**config.mk**
```make
export PLATFORM = sky130hd
export DESIGN_NAME = uart_tx
export DESIGN_NICKNAME = d
export VERILOG_FILES = /design/src/rtl/uart_pkg.sv /design/src/rtl/uart_bit_timer.sv /design/src/rtl/uart_tx.sv
export SDC_FILE = /design/constraint.sdc
export NUM_CORES = 1
export LEC_CHECK = 0
export CORE_MARGIN = 2
export CORE_UTILIZATION = 30
export CTS_BUF_LIST = sky130_fd_sc_hd__clkbuf_4 sky130_fd_sc_hd__clkbuf_8
export CTS_CLUSTER_DIAMETER = 150
export CTS_CLUSTER_SIZE = 24
export DETAILED_ROUTE_END_ITERATION = 10
export GPL_TIMING_DRIVEN = 0
export SETUP_SLACK_MARGIN = 0.02
export SYNTH_ARGS = -nofsm -noshare
export SYNTH_HDL_FRONTEND = slang
export SYNTH_HIERARCHICAL = 1
export SYNTH_SLANG_ARGS = --single-unit
```
**constraint.sdc**
```tcl
create_clock -name clk -period 2.9 [get_ports clk]
set_input_delay 0.58 -clock clk [delete_from_list [all_inputs] [get_ports clk]]
set_output_delay 0.58 -clock clk [all_outputs]
set_load 0.01 [all_outputs]
```
**src/rtl/uart_pkg.sv**
```systemverilog
// Shared UART definitions: default clocking, bit-period derivation and the
// transmitter state encoding. uart_rx and uart_tx both derive their bit
// period from cycles_per_bit() so the two sides agree by construction.
package uart_pkg;

  localparam int unsigned CLK_HZ_DEFAULT   = 50_000_000;
  localparam int unsigned BIT_RATE_DEFAULT = 9600;

  // Clock cycles per line bit; integer division truncates toward zero.
  function automatic int unsigned cycles_per_bit(input int unsigned clk_hz,
                                                 input int unsigned bit_rate);
    return clk_hz / bit_rate;
  endfunction

  typedef enum logic [1:0] {
    IDLE  = 2'd0,
    START = 2'd1,
    DATA  = 2'd2,
    STOP  = 2'd3
  } tx_state_e;

endpackage

```
**src/rtl/uart_bit_timer.sv**
```systemverilog
// Bit-period timer: pulses bit_done on the last cycle of every bit period
// while enabled, and returns to the start of a period when restart is high.
// bit_done is combinational so the owner can change state on that same edge.
module uart_bit_timer #(
  parameter int CYCLES_PER_BIT = 5208
) (
  input  logic clk,
  input  logic resetn,
  input  logic enable,
  input  logic restart,
  output logic bit_done
);

  localparam int CW = $clog2(CYCLES_PER_BIT + 1);
  localparam logic [CW-1:0] LAST_COUNT = CW'(CYCLES_PER_BIT - 1);

  logic [CW-1:0] count_q;
  logic [CW-1:0] count_d;

  // Next count: restart wins, otherwise count up and wrap at the period end.
  always_comb begin
    count_d  = count_q;
    bit_done = 1'b0;
    if (restart) begin
      count_d = '0;
    end else if (enable) begin
      if (count_q == LAST_COUNT) begin
        count_d  = '0;
        bit_done = 1'b1;
      end else begin
        count_d = count_q + CW'(1);
      end
    end
  end

  // Counter register.
  always_ff @(posedge clk or negedge resetn) begin
    if (!resetn) begin
      count_q <= '0;
    end else begin
      count_q <= count_d;
    end
  end

endmodule

```
**src/rtl/uart_tx.sv**
```systemverilog
// UART transmitter: accepts a byte on a valid/busy handshake and shifts it
// out LSB first as start bit, PAYLOAD_BITS data bits and STOP_BITS stop bits
// on an idle-high line. uart_txd comes straight from a flop, so it never
// glitches, and the async reset forces it high without needing a clock.
module uart_tx
  import uart_pkg::*;
#(
  parameter int BIT_RATE     = BIT_RATE_DEFAULT,
  parameter int CLK_HZ       = CLK_HZ_DEFAULT,
  parameter int PAYLOAD_BITS = 8,
  parameter int STOP_BITS    = 1
) (
  input  logic                    clk,
  input  logic                    resetn,
  output logic                    uart_txd,
  output logic                    uart_tx_busy,
  input  logic                    uart_tx_en,
  input  logic [PAYLOAD_BITS-1:0] uart_tx_data
);

  localparam int CYCLES_PER_BIT = int'(cycles_per_bit(CLK_HZ, BIT_RATE));
  localparam int BW = $clog2(PAYLOAD_BITS + 1);
  localparam logic [BW-1:0] LAST_DATA = BW'(PAYLOAD_BITS - 1);
  localparam logic [BW-1:0] LAST_STOP = BW'(STOP_BITS - 1);

  tx_state_e               state_q, state_d;
  logic                    txd_q, txd_d;
  logic                    busy_q, busy_d;
  logic [PAYLOAD_BITS-1:0] data_q, data_d;
  logic [BW-1:0]           idx_q, idx_d;
  logic                    timer_restart;
  logic                    bit_done;

  // The bit timer is held at zero while idle so the start bit gets a full period.
  assign timer_restart = (state_q == IDLE);

  uart_bit_timer #(
    .CYCLES_PER_BIT(CYCLES_PER_BIT)
  ) u_bit_timer (
    .clk     (clk),
    .resetn  (resetn),
    .enable  (!timer_restart),
    .restart (timer_restart),
    .bit_done(bit_done)
  );

  // Frame sequencing; the data register shifts right so bit 0 is always next.
  always_comb begin
    state_d = state_q;
    txd_d   = txd_q;
    busy_d  = busy_q;
    data_d  = data_q;
    idx_d   = idx_q;
    case (state_q)
      IDLE: begin
        txd_d  = 1'b1;
        busy_d = 1'b0;
        if (uart_tx_en) begin
          data_d  = uart_tx_data;
          idx_d   = '0;
          txd_d   = 1'b0;
          busy_d  = 1'b1;
          state_d = START;
        end
      end
      START: begin
        if (bit_done) begin
          state_d = DATA;
          idx_d   = '0;
          txd_d   = data_q[0];
          data_d  = data_q >> 1;
        end
      end
      DATA: begin
        if (bit_done) begin
          if (idx_q == LAST_DATA) begin
            state_d = STOP;
            idx_d   = '0;
            txd_d   = 1'b1;
          end else begin
            idx_d  = idx_q + BW'(1);
            txd_d  = data_q[0];
            data_d = data_q >> 1;
          end
        end
      end
      STOP: begin
        txd_d = 1'b1;
        if (bit_done) begin
          if (idx_q == LAST_STOP) begin
            state_d = IDLE;
            busy_d  = 1'b0;
            idx_d   = '0;
          end else begin
            idx_d = idx_q + BW'(1);
          end
        end
      end
      default: begin
        state_d = IDLE;
        txd_d   = 1'b1;
        busy_d  = 1'b0;
      end
    endcase
  end

  // State and registered outputs; reset drives the line idle immediately.
  always_ff @(posedge clk or negedge resetn) begin
    if (!resetn) begin
      state_q <= IDLE;
      txd_q   <= 1'b1;
      busy_q  <= 1'b0;
      data_q  <= '0;
      idx_q   <= '0;
    end else begin
      state_q <= state_d;
      txd_q   <= txd_d;
      busy_q  <= busy_d;
      data_q  <= data_d;
      idx_q   <= idx_d;
    end
  end

  assign uart_txd     = txd_q;
  assign uart_tx_busy = busy_q;

endmodule

```
==> flow_summary_export.csv, run 1 <==
group,metric,value,unit
status,status,"finished, final reports clean",
power,combPwrFrac,2.8,%
synthesis,syn_nets,195,
route,ant_nets,0,
clock_network,cts_buffer_depth,2,
min_path,hp-class,"in2async",
global_route,antenna_found_initial,0,
critical_path,worstReg2RegEnd,"data_q[4]",
timing,setup_viol,0,
route,first_pass_iters,4,
clock_network,hold_buffers,0,
clock_network,clock-sinks,29,
synthesis,yosysMostFrequentCell,"dfrtp_1",
clock_network,cts_tree,"built",
synthesis,netlist.area_leader.share,39.91,%
timing,fin_crit_sh,90.14,%
timing,post-route-min-period,2.614,ns
synthesis,synthArstFlopShare,100.0,%
timing,slew_headroom,56.15,%
critical_path,regToRegStartpoint,"state_q[0]",
route,wirelength,3345,µm
synthesis,syn_inst,177,
synthesis,avgSynthCellArea,9.918,µm²
timing,worst_pin_slew,0.6578,ns
die,die_h,80.50,µm
synthesis,synth.cells.most_frequent,"dfrtp_1, nand2_1, o21ai_0",
placed_design,port_buffers,12,
route,drt_iter0_drc,43,
timing,slew_viol_final,0,
synthesis,synth_cell_types,51,
final_layout,area_delta_synth_final,16.61,%
clock_network,path_clk_slew,0.07,ns
timing,max_freq,382.5,MHz
synthesis,ys_top_cells_by_area,"dfrtp_1, mux2i_1, ha_1",
placed_design,place_inst,261,
critical_path,cp_data_required_time,3.05,ns
final_layout,antennaDiodeCount,0,
power,power.density,371.8,nW/µm²
clock_network,cts_buffers,5,
final_layout,fin_cells,269,
power,ir_worst_vdd,169.1,µV
route,dr_total_vias,1319,
placed_design,post_dp_cell_area,1961,µm²
die,fp.coreArea,5574,µm²
final_layout,drive_gt1_share,19.80,%
die,io_pins,13,
synthesis,synth_top_area_cell,"dfrtp_1",
critical_path,path_max_fanout,10,
synthesis,yosys_warnings,6,
critical_path,slowest_stage,"dfrtp_1",
timing,setup_tns,0,ns
die,rows,27,
global_route,grt-ovfl-total,0,
power,seqPwrFrac,53.2,%
power,power.leakage,0.8301,nW
route,via_per_inst,4.903,
critical_path,crit_chain,"inv_1, ha_1, buf_2, nand2b_1, nor2_1, o21bai_1, nand4_1, buf_4, nand2_1, o21ai_0",
flow_run,max_cap_viol_count,0,
final_layout,post-route-cell-area,2047,µm²
clock_network,clock_latency,0.29,ns
power,p_clk_share,44.0,%
synthesis,synth_edf_count,0,
critical_path,r2r_setup_slack,0.29,ns
global_route,grt_pass1_vias,1317,
timing,rsz0062_at_grt,"false",
critical_path,worstSetupPathType,"reg2reg",
die,start_util,31.49,%
timing,fin_skew,0.01422,ns
global_route,grt_max_degree,30,
clock_network,ctsHtreeMaxLevel,2,
critical_path,cp-start-kind,"flip-flop",
critical_path,r2r_cells,10,
critical_path,arrival,2.77,ns
timing,report.final.hold_viol_count,0,
global_route,grt_pass1_wl,6044,µm
placed_design,gp_congestion,0.7714,
die,die_w,80.50,µm
critical_path,critPathCaptureType,"flip-flop",
final_layout,fin_nets,214,
critical_path,max_stage_delay,0.38,ns
route,drc,0,
power,intPower,0.5913,mW
placed_design,hpwl,2367,µm
synthesis,netlist_area,1755,µm²
synthesis,yosysSeqAreaShare,41.41,%
power,switching_share,22.30,%
clock_network,cts_root_buf,"clkbuf_8",
synthesis,synth_ff_type,"dfrtp_1",
clock_network,postCtsSetupBuffers,0,
clock_network,cts_resized,0,
power,power.switching,0.1697,mW
die,die_area,6479,µm²
synthesis,synth-seq-cells,29,
route,routedWlPerCell,12.43,µm
global_route,track_usage,11.96,%
[worst max-delay path: cells and delay by family, from the launching register on]
| family | cells | cell delay [ns] |
|---|---|---|
| simple gates | 4 | 0.89 |
| buf+inv | 3 | 0.59 |
| flops | 1 | 0.38 |
| compound gates | 2 | 0.31 |
| fa+ha+maj | 1 | 0.30 |
[through the flow]
step	hold WS, ns	setup slack (ns)	total power, mW	utilization, %
global route	0.3817	0.1250	0.7918	36.72
finish	0.3178	0.2860	0.7610	36.72
detailed placement	0.4708	0.3029	0.4346	35.17
CTS	0.3473	0.2773	0.7698	36.72
global placement	0.4651	0.3309	0.4357	35.26
floorplan	0.2844	0.7922	0.4127	-
[power groups by stage]
stage | logic [mW] | clock network (mW) | registers (mW)
2_1_floorplan | 0.000518 | 0 | 0.412
3_3_place_gp | 0.0236 | 0 | 0.412
3_5_place_dp | 0.0226 | 0 | 0.412
4_1_cts | 0.0226 | 0.343 | 0.405
5_1_grt | 0.0243 | 0.363 | 0.404
6_report | 0.0213 | 0.335 | 0.405
[sequential cells by signal (all words and copies together), names as in the netlist]
name / count
uart_tx_busy: 1
u_bit_timer/count_q: 13
state_q: 2
uart_txd: 1
data_q: 8
idx_q: 4
[worst max path at each step]
stage	start	endpoint
3_5_place_dp	state_q[0]	data_q[4]
3_3_place_gp	state_q[0]	data_q[3]
2_1_floorplan	state_q[0]	data_q[2]
5_1_grt	state_q[0]	data_q[4]
6_report	state_q[0]	data_q[4]
4_1_cts	state_q[0]	data_q[4]
[layout make-up]
type | instances | area [µm²]
clock buffers | 6 | 76.32
plain buffers | 4 | 35.03
fillers | 565 | 3527
repair buffers | 12 | 115.1
clock inverters | 2 | 10.01
multi-input cells | 135 | 959.7
inverters | 9 | 33.78
well taps | 72 | 90.09
flip-flops and latches | 29 | 726.9
[per-layer routing]
metal  part of all wire [%]  GRT usage (%)  vias up
met5                      0              0        -
met4                    1.1          5.085        0
met3                    2.6          3.146        4
met2                     44          18.00       16
met1                     53          16.10      622
li1                       -              -      677
[placed cells by master (no fill, tap or decap), types with 3 or more instances in the layout]
| master | count |
|---|---|
| dfrtp_1 | 28 |
| nor3_1 | 5 |
| clkbuf_8 | 5 |
| o21ai_1 | 7 |
| mux2i_1 | 10 |
| nand3_1 | 8 |
| nand4_1 | 3 |
| nor2_2 | 8 |
| nor2_1 | 9 |
| xnor2_1 | 3 |
| clkdlybuf4s50_1 | 11 |
| nand2_1 | 18 |
| nand2b_1 | 3 |
| a21oi_1 | 3 |
| xor2_1 | 3 |
| ha_1 | 7 |
| inv_1 | 8 |
| o21ai_0 | 11 |
[cells by family after synthesis]
family / Yosys count / share of synthesized area, %
flops: 29 / 41.41
xor+xnor: 6 / 2.994
mux: 11 / 6.557
buf+inv: 13 / 3.920
compound gates: 36 / 13.54
simple gates: 75 / 26.59
fa+ha+maj: 7 / 4.989
No activity file was read; power rests on OpenSTA's default activity.
==> run 2: changes to the inputs <==
--- a/config.mk
+++ b/config.mk
@@ -5,6 +5,7 @@
 export SDC_FILE = /design/constraint.sdc
 export NUM_CORES = 1
 export LEC_CHECK = 0
+export CORE_ASPECT_RATIO = 1.25
 export CORE_MARGIN = 2
 export CORE_UTILIZATION = 30
 export CTS_BUF_LIST = sky130_fd_sc_hd__clkbuf_4 sky130_fd_sc_hd__clkbuf_8
==> run 2 against run 1 <==
Net effect:
- non-clock buffer count unchanged
- global-route usage down 0.28 points
- design area is 0.37% lower
- utilization fell by 1.2 points
- wire length rose by 4.3%
- register-to-register slack improved by 0.04 ns
- clock-buffer cell count fell by 1
- power down 1.6%
- sequential share of layout area up 0.13 points
- first-iteration DRC count rose by 23%
- critical path type unchanged
- critical endpoint is now data_q[3]
- largest cell class unchanged
- highest routed layer unchanged
==> flow_summary_export.csv, run 2 (synthesis gave the netlist of run 1 again) <==
group,metric,value,unit
placed_design,gp_congestion,0.7629,
placed_design,post_dp_cell_area,1958,µm²
global_route,grt_pass1_vias,1265,
clock_network,cts_buffer_depth,2,
clock_network,ctsHtreeMaxLevel,2,
die,fp.coreArea,5741,µm²
critical_path,regToRegStartpoint,"state_q[1]",
final_layout,largest_reg_flops,13,
timing,setup_viol,0,
global_route,grt_max_degree,30,
final_layout,fillers,584,
die,die_area,6483,µm²
clock_network,postCtsSetupBuffers,0,
route,drt_iter0_drc,53,
min_path,hp-class,"in2async",
critical_path,path_max_fanout,10,
timing,fin_crit_sh,88.62,%
critical_path,slowest_stage,"dfrtp_1",
final_layout,post-route-cell-area,2039,µm²
clock_network,clock_latency,0.28,ns
timing,slew_headroom,57.03,%
route,wirelength,3489,µm
die,die_w,72.42,µm
critical_path,r2r_setup_slack,0.33,ns
route,dr_total_vias,1362,
route,first_pass_iters,4,
timing,fin_ws,0.3301,ns
die,io_pins,13,
timing,worst_pin_slew,0.6446,ns
critical_path,max_stage_delay,0.41,ns
route,ant_nets,0,
timing,setup_tns,0,ns
critical_path,cp-startpoint,"state_q[1]",
critical_path,worstSetupPathType,"reg2reg",
timing,max_freq,389.1,MHz
clock_network,path_clk_slew,0.07,ns
critical_path,cp_data_required_time,3.05,ns
global_route,track_usage,11.68,%
timing,report.final.hold_viol_count,0,
global_route,antenna_found_initial,0,
critical_path,cp-start-kind,"flip-flop",
route,routedWlPerCell,13.27,µm
critical_path,critical_path_buf_inv_count,3,
final_layout,fin_util,35.53,%
critical_path,crit_chain,"inv_1, ha_1, buf_2, nand2b_1, nor2_1, o21bai_1, nand4_1, buf_4, nand2_1, o21ai_0",
power,ir_worst_vdd,177.5,µV
clock_network,cts_buffers,5,
final_layout,antennaDiodeCount,0,
final_layout,final_common_cell,"dfrtp_1",
route,drc,0,
die,rows,31,
final_layout,fin_nets,214,
timing,post-route-min-period,2.570,ns
final_layout,drive_gt1_share,19.80,%
timing,slew_viol_final,0,
timing,whs,0.3245,ns
clock_network,hold_buffers,0,
global_route,grt-ovfl-total,0,
timing,rsz0062_at_grt,"false",
critical_path,critical_path.top_delay_family,"simple AND/OR/NAND/NOR gates",
critical_path,critPathCaptureType,"flip-flop",
placed_design,hpwl,2453,µm
clock_network,cts_resized,0,
power,power.leakage,0.8257,nW
flow_run,max_cap_viol_count,0,
timing,fin_skew,0.005845,ns
final_layout,top_register,"u_bit_timer/count_q",
clock_network,cts_root_buf,"clkbuf_8",
final_layout,area_delta_synth_final,16.18,%
global_route,grt_pass1_wl,5940,µm
status,status,"finished, final reports clean",
power,power.density,367.2,nW/µm²
critical_path,arrival,2.72,ns
die,start_util,30.58,%
clock_network,cts_tree,"built",
final_layout,final_cell_mix,"dfrtp_1, nand2_1, o21ai_0, clkdlybuf4s50_1, mux2i_1",
route,via_per_inst,5.179,
final_layout,reg_top3,"u_bit_timer/count_q (13), data_q (8), idx_q (4)",
placed_design,pre_cts_ws,0.2806,ns
placed_design,port_buffers,12,
die,die_h,89.53,µm
clock_network,clock-sinks,29,
## run 2: cell types whose count changed in the layout (fill, tap and decap cells not counted)
cell / delta
clkbuf_4: -1
clkinvlp_4: +1
## run 2: final cells by class
type	instances	area [µm²]	area share, %
Clock buffer	5	68.82	3.374
Tap cell	66	82.58	4.049
Timing Repair Buffer	12	115.1	5.644
Buffer	4	35.03	1.718
Multi-Input combinational cell	135	959.7	47.06
Sequential cell	29	726.9	35.64
Clock inverter	3	17.52	0.8589
Inverter	9	33.78	1.656
## run 2: worst paths after layout
kind / cells past startpoint / end
min: 1 / u_bit_timer/count_q[9]
min in group clk: 2 / data_q[2]
max: 10 / data_q[3]
max reg2reg: 10 / data_q[3]
min reg2reg: 2 / data_q[2]
max in group asynchronous: 1 / idx_q[2]
## run 2: power by group
group          switching (mW)  internal, mW  total, mW
combinational         0.00980        0.0115     0.0213
clock                   0.158         0.165      0.323
sequential                  0         0.405      0.405
## run 2: metrics by stage
stage	cells	power (mW)
after floorplan	177	0.4127
after global placement	255	0.4353
after detailed placement	255	0.4352
after CTS	263	0.7657
after global routing	263	0.7785
final	263	0.7490
## run 2: routing by layer
metal	routed length (µm)	track usage, %	share of wire [%]	vias up
met5	0	0	0	-
li1	-	-	-	670
met2	1656	18.60	47	29
met3	121	2.706	3.5	8
met4	58	5.051	1.7	0
met1	1653	15.20	47	655
==> run 3: changes to the inputs <==
--- a/config.mk
+++ b/config.mk
@@ -6,8 +6,7 @@
 export NUM_CORES = 1
 export LEC_CHECK = 0
 export CORE_ASPECT_RATIO = 1.25
-export CORE_MARGIN = 2
-export CORE_UTILIZATION = 30
+export CORE_UTILIZATION = 40
 export CTS_BUF_LIST = sky130_fd_sc_hd__clkbuf_4 sky130_fd_sc_hd__clkbuf_8
 export CTS_CLUSTER_DIAMETER = 150
 export CTS_CLUSTER_SIZE = 24
==> run 3 against run 2 <==
Net effect:
- clock skew up 0.0023 ns
- first-iteration DRC count shrank 3.8%
- sequential share of layout area is 0.22 points higher
- power up 1.1%
- largest power group unchanged
==> flow_summary_export.csv, run 3 (synthesis gave the netlist of run 1 again) <==
group,metric,value,unit
min_path,hp-class,"in2async",
global_route,grt_pass1_vias,1369,
clock_network,cts_resized,0,
clock_network,postCtsSetupBuffers,0,
clock_network,cts_buffers,5,
die,start_util,42.49,%
route,wirelength,3482,µm
final_layout,largest_reg_flops,13,
timing,fin_skew,0.008179,ns
final_layout,top_register,"u_bit_timer/count_q",
global_route,antenna_found_initial,0,
route,first_pass_iters,4,
clock_network,ctsHtreeMaxLevel,2,
critical_path,worstSetupPathType,"reg2reg",
power,p_total,0.7575,mW
route,dr_total_vias,1362,
timing,max_freq,397.3,MHz
placed_design,gp_congestion,0.7729,
route,ant_nets,0,
route,drc,0,
placed_design,post_dp_cell_area,1946,µm²
critical_path,path_max_fanout,10,
timing,slew_viol_final,0,
timing,setup_viol,0,
timing,post-route-min-period,2.517,ns
final_layout,drive_gt1_share,19.80,%
final_layout,final_cell_mix,"dfrtp_1, nand2_1, o21ai_0, clkdlybuf4s50_1, mux2i_1",
flow_run,max_cap_viol_count,0,
power,ir_worst_vdd,291.5,µV
critical_path,arrival,2.67,ns
timing,slew_headroom,56.12,%
clock_network,cts_tree,"built",
die,die_area,4659,µm²
timing,fin_crit_sh,86.78,%
power,power.density,373.7,nW/µm²
critical_path,cp-startpoint,"state_q[0]",
critical_path,cp-start-kind,"flip-flop",
clock_network,hold_buffers,0,
critical_path,cp_data_required_time,3.06,ns
clock_network,cts_root_buf,"clkbuf_8",
die,fp.coreArea,4131,µm²
clock_network,clock_latency,0.28,ns
placed_design,hpwl,2545,µm
route,drt_iter0_drc,51,
power,power.leakage,0.8301,nW
die,io_pins,13,
final_layout,antennaDiodeCount,0,
status,status,"finished, final reports clean",
route,routedWlPerCell,13.76,µm
final_layout,post-route-cell-area,2027,µm²
global_route,track_usage,17.46,%
final_layout,fin_nets,214,
clock_network,cts_buffer_depth,2,
final_layout,area_delta_synth_final,15.47,%
timing,rsz0062_at_grt,"false",
final_layout,final_common_cell,"dfrtp_1",
die,die_w,61.25,µm
final_layout,fin_util,49.06,%
clock_network,clock-sinks,29,
critical_path,regToRegStartpoint,"state_q[0]",
global_route,grt-ovfl-total,0,
clock_network,path_clk_slew,0.07,ns
die,rows,26,
global_route,grt_pass1_wl,6106,µm
final_layout,reg_top3,"u_bit_timer/count_q (13), data_q (8), idx_q (4)",
global_route,grt_max_degree,30,
placed_design,port_buffers,12,
timing,report.final.hold_viol_count,0,
timing,worst_pin_slew,0.6582,ns
timing,setup_tns,0,ns
die,die_h,76.07,µm
route,via_per_inst,5.383,
critical_path,critPathCaptureType,"flip-flop",
[run 3: cell count changes in the layout (fill, tap and decap cells not counted)]
cell,delta
clkinvlp_4,-1
clkbuf_4,+1
[run 3: metal layers]
layer | vias to the layer above | global-route usage [%] | wire (µm)
met5 | - | 0 | 0
met4 | 0 | 7.045 | 61
met3 | 6 | 5.603 | 150
met2 | 26 | 27.83 | 1682
met1 | 658 | 21.10 | 1588
li1 | 672 | - | -
[run 3: per-stage QoR]
stage | worst slack [ns] | hold slack (ns) | cells
finish | 0.3833 | 0.3207 | 253
CTS | 0.3479 | 0.4910 | 253
global placement | 0.4054 | 0.4692 | 245
detailed placement | 0.3652 | 0.4759 | 245
global route | 0.05777 | 0.3814 | 253
floorplan | 0.7922 | 0.2844 | 177
[run 3: area by class of cell]
class | instances | area [µm²]
timing repair buffer | 12 | 115.1
clock buffer | 6 | 76.32
sequential | 29 | 726.9
inverter | 9 | 33.78
clock inverter | 2 | 10.01
buffer | 4 | 35.03
multi-input combinational | 135 | 959.7
tap | 56 | 70.07
fill | 398 | 2105
[run 3: worst paths after layout]
kind | to | depth (start not counted) | slack, ns
min | state_q[0] | 1 | 0.32
max | data_q[2] | 10 | 0.38
min reg2reg | data_q[1] | 2 | 0.49
min in group clk | data_q[1] | 2 | 0.49
max in group asynchronous | idx_q[2] | 1 | 2.15
max reg2reg | data_q[2] | 10 | 0.38
[run 3: report_power, final]
| part | total (mW) | switching [mW] | leakage [nW] | internal, mW |
|---|---|---|---|---|
| registers | 0.405 | 0 | 0.377 | 0.405 |
| logic | 0.0212 | 0.00971 | 0.405 | 0.0114 |
| clock network | 0.332 | 0.156 | 0.0484 | 0.175 |
| total | 0.758 | 0.166 | 0.830 | 0.591 |
[run 3: critical path, cell delays in order, from the launching register on]
cell and delay [ns]:
dfrtp_1 0.37, inv_1 0.09, ha_1 0.30, buf_2 0.22
nand2b_1 0.21, nor2_1 0.26, o21bai_1 0.22, nand4_1 0.30
buf_4 0.27, nand2_1 0.07, o21ai_0 0.07
